### src/rtl/ne16_package.sv
// Shared NE16 typedefs for the accumulator SCM march-test controller.
package ne16_package;

   typedef enum logic [2:0] {
      ST_IDLE,
      ST_RD,
      ST_WAIT,
      ST_CMP,
      ST_WR0,
      ST_DONE
   } ne16_acc_bist_state_t;

   typedef enum logic [1:0] {
      ELEM_M0,
      ELEM_M1,
      ELEM_M2,
      ELEM_M3
   } ne16_acc_bist_elem_t;

   // M2 and M3 walk the address space downwards.
   function automatic logic elem_descending(input ne16_acc_bist_elem_t elem);
      return (elem == ELEM_M2) || (elem == ELEM_M3);
   endfunction

endpackage

### src/rtl/ne16_accumulator_bist_ctrl.sv
// March C- subset BIST controller for the NE16 accumulator SCM test wrapper.
// Every output is registered from the next-state view, so a_t_o/csn/wen/d always match state_q.
module ne16_accumulator_bist_ctrl
   import ne16_package::*;
#(
   parameter int ADDR_WIDTH   = 5,
   parameter int DATA_WIDTH   = 32,
   parameter int NUM_WORDS    = 2**ADDR_WIDTH,
   parameter int READ_LATENCY = 1
) (
   input  logic                  clk_i,
   input  logic                  rst_ni,
   input  logic                  start_i,
   input  logic                  abort_i,
   input  logic [DATA_WIDTH-1:0] pattern_i,
   output logic                  bist_o,
   output logic                  csn_t_o,
   output logic                  wen_t_o,
   output logic [ADDR_WIDTH-1:0] a_t_o,
   output logic [DATA_WIDTH-1:0] d_t_o,
   input  logic [DATA_WIDTH-1:0] q_t_i,
   output logic                  busy_o,
   output logic                  done_o,
   output logic                  pass_o,
   output logic                  fail_o,
   output logic [ADDR_WIDTH-1:0] fail_addr_o,
   output logic [DATA_WIDTH-1:0] fail_syndrome_o,
   output logic [1:0]            fail_element_o
);

   localparam logic [ADDR_WIDTH-1:0] ADDR_LAST = ADDR_WIDTH'(NUM_WORDS - 1);
   localparam int WCW = (READ_LATENCY > 2) ? $clog2(READ_LATENCY - 1) : 1;
   localparam logic [WCW-1:0] WAIT_LAST = WCW'((READ_LATENCY > 1) ? READ_LATENCY - 2 : 0);

   function automatic logic [DATA_WIDTH-1:0] exp_word(input ne16_acc_bist_elem_t elem,
                                                      input logic [DATA_WIDTH-1:0] pat);
      return (elem == ELEM_M2) ? ~pat : pat;
   endfunction

   ne16_acc_bist_state_t  state_q, state_d;
   ne16_acc_bist_elem_t   elem_q, elem_d;
   logic [ADDR_WIDTH-1:0] addr_q, addr_d;
   logic [WCW-1:0]        wait_cnt_q, wait_cnt_d;
   logic [DATA_WIDTH-1:0] pattern_q, pattern_d;
   logic                  bist_q, bist_d, csn_q, csn_d, wen_q, wen_d;
   logic [DATA_WIDTH-1:0] d_q, d_d;
   logic                  busy_q, busy_d, done_q, done_d, pass_q, pass_d;
   logic                  fail_q, fail_d;
   logic [ADDR_WIDTH-1:0] fail_addr_q, fail_addr_d;
   logic [DATA_WIDTH-1:0] fail_syn_q, fail_syn_d;
   logic [1:0]            fail_elem_q, fail_elem_d;
   logic [DATA_WIDTH-1:0] expected;
   logic                  start_ok;
   logic                  cmp_write;

   always_comb begin
      state_d     = state_q;
      elem_d      = elem_q;
      addr_d      = addr_q;
      wait_cnt_d  = wait_cnt_q;
      pattern_d   = pattern_q;
      fail_d      = fail_q;
      fail_addr_d = fail_addr_q;
      fail_syn_d  = fail_syn_q;
      fail_elem_d = fail_elem_q;
      expected    = exp_word(elem_q, pattern_q);
      start_ok    = ((state_q == ST_IDLE) || (state_q == ST_DONE)) && start_i && !abort_i;

      unique case (state_q)
         ST_WR0: begin
            if (addr_q == ADDR_LAST) begin
               state_d = ST_RD;
               elem_d  = ELEM_M1;
               addr_d  = '0;
            end else begin
               addr_d = addr_q + 1'b1;
            end
         end
         ST_RD: begin
            wait_cnt_d = '0;
            state_d    = (READ_LATENCY == 1) ? ST_CMP : ST_WAIT;
         end
         ST_WAIT: begin
            if (wait_cnt_q == WAIT_LAST) state_d = ST_CMP;
            else                         wait_cnt_d = wait_cnt_q + 1'b1;
         end
         ST_CMP: begin
            // Only the first mismatch is captured; later ones just keep fail set.
            if (q_t_i != expected) begin
               fail_d = 1'b1;
               if (!fail_q) begin
                  fail_addr_d = addr_q;
                  fail_syn_d  = q_t_i ^ expected;
                  fail_elem_d = elem_q;
               end
            end
            state_d = ST_RD;
            if (elem_descending(elem_q)) begin
               if (addr_q != '0) begin
                  addr_d = addr_q - 1'b1;
               end else if (elem_q == ELEM_M3) begin
                  state_d = ST_DONE;
               end else begin
                  elem_d = ELEM_M3;
                  addr_d = ADDR_LAST;
               end
            end else begin
               if (addr_q != ADDR_LAST) begin
                  addr_d = addr_q + 1'b1;
               end else begin
                  elem_d = ELEM_M2;
                  addr_d = ADDR_LAST;
               end
            end
         end
         default: ;
      endcase

      if (start_ok) begin
         state_d     = ST_WR0;
         elem_d      = ELEM_M0;
         addr_d      = '0;
         pattern_d   = pattern_i;
         fail_d      = 1'b0;
         fail_addr_d = '0;
         fail_syn_d  = '0;
         fail_elem_d = '0;
      end
      if (abort_i && (state_q != ST_IDLE)) state_d = ST_IDLE;

      // Output registers are loaded with the values belonging to state_d.
      cmp_write = (state_d == ST_CMP) && (elem_d != ELEM_M3);
      busy_d    = (state_d != ST_IDLE) && (state_d != ST_DONE);
      bist_d    = busy_d;
      csn_d     = !((state_d == ST_WR0) || (state_d == ST_RD) || cmp_write);
      wen_d     = !((state_d == ST_WR0) || cmp_write);
      d_d       = d_q;
      if (state_d == ST_WR0) d_d = pattern_d;
      else if (cmp_write)    d_d = ~exp_word(elem_d, pattern_d);
      done_d    = (state_d == ST_DONE);
      pass_d    = done_d && !fail_d;
   end

   always_ff @(posedge clk_i or negedge rst_ni) begin
      if (!rst_ni) begin
         state_q     <= ST_IDLE;
         elem_q      <= ELEM_M0;
         addr_q      <= '0;
         wait_cnt_q  <= '0;
         pattern_q   <= '0;
         bist_q      <= 1'b0;
         csn_q       <= 1'b1;
         wen_q       <= 1'b1;
         d_q         <= '0;
         busy_q      <= 1'b0;
         done_q      <= 1'b0;
         pass_q      <= 1'b0;
         fail_q      <= 1'b0;
         fail_addr_q <= '0;
         fail_syn_q  <= '0;
         fail_elem_q <= '0;
      end else begin
         state_q     <= state_d;
         elem_q      <= elem_d;
         addr_q      <= addr_d;
         wait_cnt_q  <= wait_cnt_d;
         pattern_q   <= pattern_d;
         bist_q      <= bist_d;
         csn_q       <= csn_d;
         wen_q       <= wen_d;
         d_q         <= d_d;
         busy_q      <= busy_d;
         done_q      <= done_d;
         pass_q      <= pass_d;
         fail_q      <= fail_d;
         fail_addr_q <= fail_addr_d;
         fail_syn_q  <= fail_syn_d;
         fail_elem_q <= fail_elem_d;
      end
   end

   assign bist_o          = bist_q;
   assign csn_t_o         = csn_q;
   assign wen_t_o         = wen_q;
   assign a_t_o           = addr_q;
   assign d_t_o           = d_q;
   assign busy_o          = busy_q;
   assign done_o          = done_q;
   assign pass_o          = pass_q;
   assign fail_o          = fail_q;
   assign fail_addr_o     = fail_addr_q;
   assign fail_syndrome_o = fail_syn_q;
   assign fail_element_o  = fail_elem_q;

endmodule

### config.mk
export PLATFORM = sky130hd
export DESIGN_NAME = ne16_accumulator_bist_ctrl
export DESIGN_NICKNAME = d
export VERILOG_FILES = /design/src/rtl/ne16_package.sv /design/src/rtl/ne16_accumulator_bist_ctrl.sv
export SDC_FILE = /design/constraint.sdc
export NUM_CORES = 1
export LEC_CHECK = 0
export ABC_CLOCK_PERIOD_IN_PS = 3310
export CORE_ASPECT_RATIO = 1.1
export CORE_MARGIN = 2
export CORE_UTILIZATION = 50
export CTS_CLUSTER_SIZE = 14
export DETAILED_ROUTE_END_ITERATION = 8
export PLACE_DENSITY_LB_ADDON = 0.08
export SLEW_MARGIN = 20
export SYNTH_ARGS = -nofsm -noshare
export SYNTH_HDL_FRONTEND = slang
export SYNTH_SLANG_ARGS = --single-unit
### constraint.sdc
create_clock -name clk_i -period 3.31 [get_ports clk_i]
set_clock_uncertainty 0.15 [all_clocks]
set_input_delay 0.662 -clock clk_i [delete_from_list [all_inputs] [get_ports clk_i]]
set_output_delay 0.662 -clock clk_i [all_outputs]
set_load 0.02 [all_outputs]
======== Word-level counts from Yosys, hierarchy flattened ========
Cells that the tools add are included.
word-level totals
  logic and storage cells ................. 111
  input bits .............................. 68
  bits in registers ....................... 120
  output and inout bits ................... 83
operators by class
  muxes and demuxes ....................... 44
  $add $sub $neg .......................... 3
  reduce and logical (&&, ||, !) cells .... 26
  equality and inequality tests ........... 19
  bitwise logic cells ..................... 4
operator list
  cell                 count
  $mux 32              9
  $not 32->32          3
  $mux 5               10
  $ne 32x32->1         1
  $xor 32x32->32       1
  $mux 3               7
  $mux 2               10
  $eq 3x3->1 const B   4
  $pmux 3 s4           1
  $ne 5x5->1 const B   2
  $pmux 5 s2           1
  $eq 3x2->1 const B   3
  $reduce_bool 3->1    3
  $reduce_bool 2->1    4
  $eq 2x2->1 const B   3
  $eq 3x1->1 const B   2
  $logic_and 1x1->1    6
  $add 5x1->5 const B  1
  $eq 5x5->1 const B   1
  $logic_or 1x1->1     5
  $reduce_bool 5->1    1
  $sub 5x1->5 const B  1
  $logic_not 1->1      4
  $mux 1               4
  other kinds (9)      9

======== Logic depth before layout (Yosys ltp) ========
  word-level depth ........................ 11
  gate-level depth with buffers ........... 12
  depth with buffers taken out ............ 9

======== Least setup slack after synthesis ========
Ideal clock, no wire load.
  path kind ............................... register to register
  start ................................... register addr_q[2], in the netlist a_t_o[2]
  end ..................................... register d_q[22], in the netlist d_t_o[22]
  period minus slack after synthesis ...... 2.682 ns
  slack ................................... 0.628 ns
  arrival ................................. 2.394 ns
  stages on the path, launching flop included .. 10
  required time ........................... 3.022 ns
  setup time .............................. 0.138 ns
  buffers on the path ..................... 3
  path through ............................ dfrtp_1 clkbuf_1 and3_1 ha_1 clkbuf_1 a31oi_1 o22ai_1 o32a_1 buf_2 o221ai_1
between the ends
  longest elaborated chain between the ends .. 10
  elaborated cells on any way between the ends .. 25
  classes of those cells .................. eq/ne (6); mux (15); bitwise (1); reduce/logical (3)
ends and longest elaborated chain
  what                                             line                                                                 text
  from (decl)                                      ne16_accumulator_bist_ctrl.sv:42                                     logic [ADDR_WIDTH-1:0] addr_q, addr_d;
  from (signal assigned)                           ne16_accumulator_bist_ctrl.sv:165                                    addr_q <= addr_d;
  $ne 5x5->1 or $reduce_bool 5->1 (tied branches)  ne16_accumulator_bist_ctrl.sv:108, ne16_accumulator_bist_ctrl.sv:99
  $mux 2 (on tied branches)                        ne16_accumulator_bist_ctrl.sv:108, ne16_accumulator_bist_ctrl.sv:99
  $mux 2                                           ne16_accumulator_bist_ctrl.sv:98                                     if (elem_descending(elem_q)) begin
  $pmux 2 s2                                       ne16_accumulator_bist_ctrl.sv:69                                     unique case (state_q)
  $mux 2                                           ne16_accumulator_bist_ctrl.sv:119                                    if (start_ok) begin
  $eq 2x2->1                                       ne16_accumulator_bist_ctrl.sv:37                                     return (elem == ELEM_M2) ? ~pat : pat;
  $mux 32                                          ne16_accumulator_bist_ctrl.sv:37
  $not 32->32                                      ne16_accumulator_bist_ctrl.sv:139                                    else if (cmp_write) d_d = ~exp_word(elem_d, pattern_d);
  $mux 32                                          ne16_accumulator_bist_ctrl.sv:139
  $mux 32                                          ne16_accumulator_bist_ctrl.sv:138                                    if (state_d == ST_WR0) d_d = pattern_d;
  to (signal assigned)                             ne16_accumulator_bist_ctrl.sv:154                                    d_q <= '0;
  to (signal assigned)                             ne16_accumulator_bist_ctrl.sv:171                                    d_q <= d_d;
  to (decl)                                        ne16_accumulator_bist_ctrl.sv:46                                     logic [DATA_WIDTH-1:0] d_q, d_d;
Parallel ways exist; a longest one is shown, timed or not. The select of a mux whose other input is x is not followed.
A chain may end at the register's enable or synchronous reset.

======== Worst setup path in the final report ========
  start ................................... register addr_q[0], in the netlist a_t_o[0]
  end ..................................... register d_q[8], in the netlist d_t_o[8]
Same word-level chain as after synthesis.

==> reports/results.ini <==
[synth]
synth_most_common_cell=dfrtp_1
yosysSeqAreaShare=0.4877
synth_top_flop_cell=dfrtp_1
synth_top_area_share=0.4791
ys_ff_latch=119
yosys.cell_types.count=44
syn_nets=661
syn_avg_cell_area_sq_um=10.39
netlist_area_sq_mm=0.006111
yosys-top-cells-count=dfrtp_1 (117), mux2i_1 (79), nand2_1 (78)
yosysTopAreaCell=dfrtp_1
netlist_top_cells_area=dfrtp_1 (48%), mux2i_1 (13%), xnor2_1 (7.6%), nand2_1 (4.8%), inv_1 (4.7%)
async_reset_ff_frac=1.000
synth_edf_count=0
synth_cells=588
yosysWarnings=0

[worst_setup_path]
cp.required_ns=3.42
critPathTopFamily=compound AO/OA/AOI/OAI gates
crit_type=register to register
endpoint_kind=register
critPathMaxFanout=32
timing.critical_path.buf_inv=1
worstPathCellList=ha_1, and3_1, ha_1, a31oi_1, o22ai_1, o32a_1, buf_4, o221ai_1
setup.worst_path.start_class=register
cp_slowest_cell=dfrtp_1
crit_top_cell=ha_1
slowest_delay_ns=0.45
critPathArrivalTime_ns=3.05

[grt]
grt_max_degree=57
antenna_found_initial=0
grt_pass1_vias=4994
grt_overflow=0
grt_use_total=0.2601
grt_pass1_wl_um=25770

[timing]
finalCriticalPeriod_ns=2.937
fin_crit_sh=0.8872
rsz0062_at_grt=false
hold_viol=0
slew_headroom=0.5241
setup_viol=0
fin_setup_tns_ns=0
tightest_slew_ns=0.7139
setup_ws_ns=0.3733
fmax_mhz=340.5
hold_ws_ns=0.1529
slew_viol_final=0

[finish]
diodes=0
fill_cells=933
fin_nets=813
drive_gt1_frac=0.07968
area_growth_pct=37.61

[clock_network]
cts_hold_buffers=0
cts_buffers=17
htreeDepth=4
clk_path_buf_depth=2
cts_tree=yes
clockRootBuffer=clkbuf_16
clock_sink_count=119
cts_setup_buffers=0
clock_latency_ns=0.41
clk_pin_slew_ns=0.06
cts_resized=0

[detailed_routing]
wl_um=15980
drtPass1Iterations=5
viasPerCell=5.320
drc_errors=0
ant_nets=0
wl_per_cell_um=17.62
routed-via-count=4825
drt-initial-drc-count=248

[floorplan]
core-area_sq_mm=0.01198
die_h_um=120.0
dieArea_sq_mm=0.01312
start_util=0.5100
die_w_um=109.4
io_pins=151
rows=42

[outcome]
status=finished clean

[power_and_ir_drop]
power.leakage_nw=3.885
p_per_area_mw_per_mm2=1081
irDropWorstVdd_uv=659.6

[min_path]
hold_path_class=input port to async pin

[place]
gp_congestion=0.8777
io_buffers=150
preCtsSetupSlack_ns=0.1843
post-dp-hpwl_um=11660

[run]
maxCapViolations=0

## cell type report
cell class | count | area [sq um] | share of cell area
Sequential cell | 119 | 2980 | 0.3544
Multi-Input combinational cell | 355 | 2631 | 0.3129
Timing Repair Buffer | 170 | 1699 | 0.2021
Clock buffer | 17 | 425.4 | 0.05059
Inverter | 77 | 289.0 | 0.03437
Tap cell | 154 | 192.7 | 0.02291
Clock inverter | 15 | 191.4 | 0.02276
## through the flow
stage | cells | area (sq um) | util | total power, mW
after global routing | 907 | 8409 | 0.7019 | 9.664
after floorplan | 588 | 6111 | - | 5.417
after global placement | 875 | 7792 | 0.6504 | 7.031
after detailed placement | 875 | 7792 | 0.6504 | 7.167
after CTS | 907 | 8409 | 0.7019 | 9.135
final | 907 | 8409 | 0.7019 | 9.089
## sequential cells by signal (all words and copies together) (netlist names), 2 cells and up
name and flops:
elem_q 2, a_t_o 5, pattern_q 32, fail_addr_o 5
fail_syndrome_o 32, state_q 3, d_t_o 32, fail_element_o 2
## path summary, 6_finish.rpt
path	from	to	slack, ns	cells past startpoint
worst max-delay path	a_t_o[0]$_DFFE_PN0P_	d_t_o[8]$_DFFE_PN0P_	0.37	8
min in group clk_i	fail_addr_o[0]$_DFFE_PN0P_	fail_addr_o[0]$_DFFE_PN0P_	0.38	2
worst min register to register	fail_addr_o[0]$_DFFE_PN0P_	fail_addr_o[0]$_DFFE_PN0P_	0.38	2
max in group asynchronous	rst_ni	wen_t_o$_DFF_PN1_	2.08	2
worst min-delay path	rst_ni	a_t_o[1]$_DFFE_PN0P_	0.15	1
worst max register to register	a_t_o[0]$_DFFE_PN0P_	d_t_o[8]$_DFFE_PN0P_	0.37	8
## placed cells by master, fill, tap and decap left out, types with 5 or more instances in the layout
cell type / Yosys / layout
clkdlybuf4s50_1: 0 / 149
dfrtp_1: 117 / 117
mux2i_1: 79 / 79
nand2_1: 78 / 78
inv_1: 77 / 77
xnor2_1: 53 / 53
o221ai_1: 32 / 32
xor2_1: 18 / 18
clkbuf_16: 0 / 17
buf_4: 8 / 17
nor2_1: 10 / 9
nand4_1: 9 / 9
or4_1: 9 / 9
a21oi_1: 7 / 7
nand3_1: 6 / 6
inv_6: 0 / 6
nor3_1: 6 / 5
ha_1: 5 / 5
## metal layers
layer	vias up	GRT usage	part of all wire
li1	2300	-	-
met1	2357	0.3509	0.44
met2	149	0.4074	0.48
met3	19	0.07333	0.064
met4	0	0.07753	0.019
met5	-	0	0
## where the power goes
part,internal (mW),switching (mW)
combinational,2.02,2.50
clock,1.20,0.721
sequential,2.13,0.505
total,5.36,3.73
## cell families (layout without fill, tap and decap cells)
logic type | Yosys count | count (layout) | share of synthesized area
and+or+nand+nor | 131 | 131 | 0.1007
DFF | 119 | 119 | 0.4877
buffers and inverters | 114 | 279 | 0.08313
muxes | 79 | 79 | 0.1294
xor gates and xnor gates | 71 | 71 | 0.1018
AOI/OAI and AO/OA | 69 | 69 | 0.08702
adders and majority gates | 5 | 5 | 0.01024
Note: power is estimated with default switching activity, not from simulation.
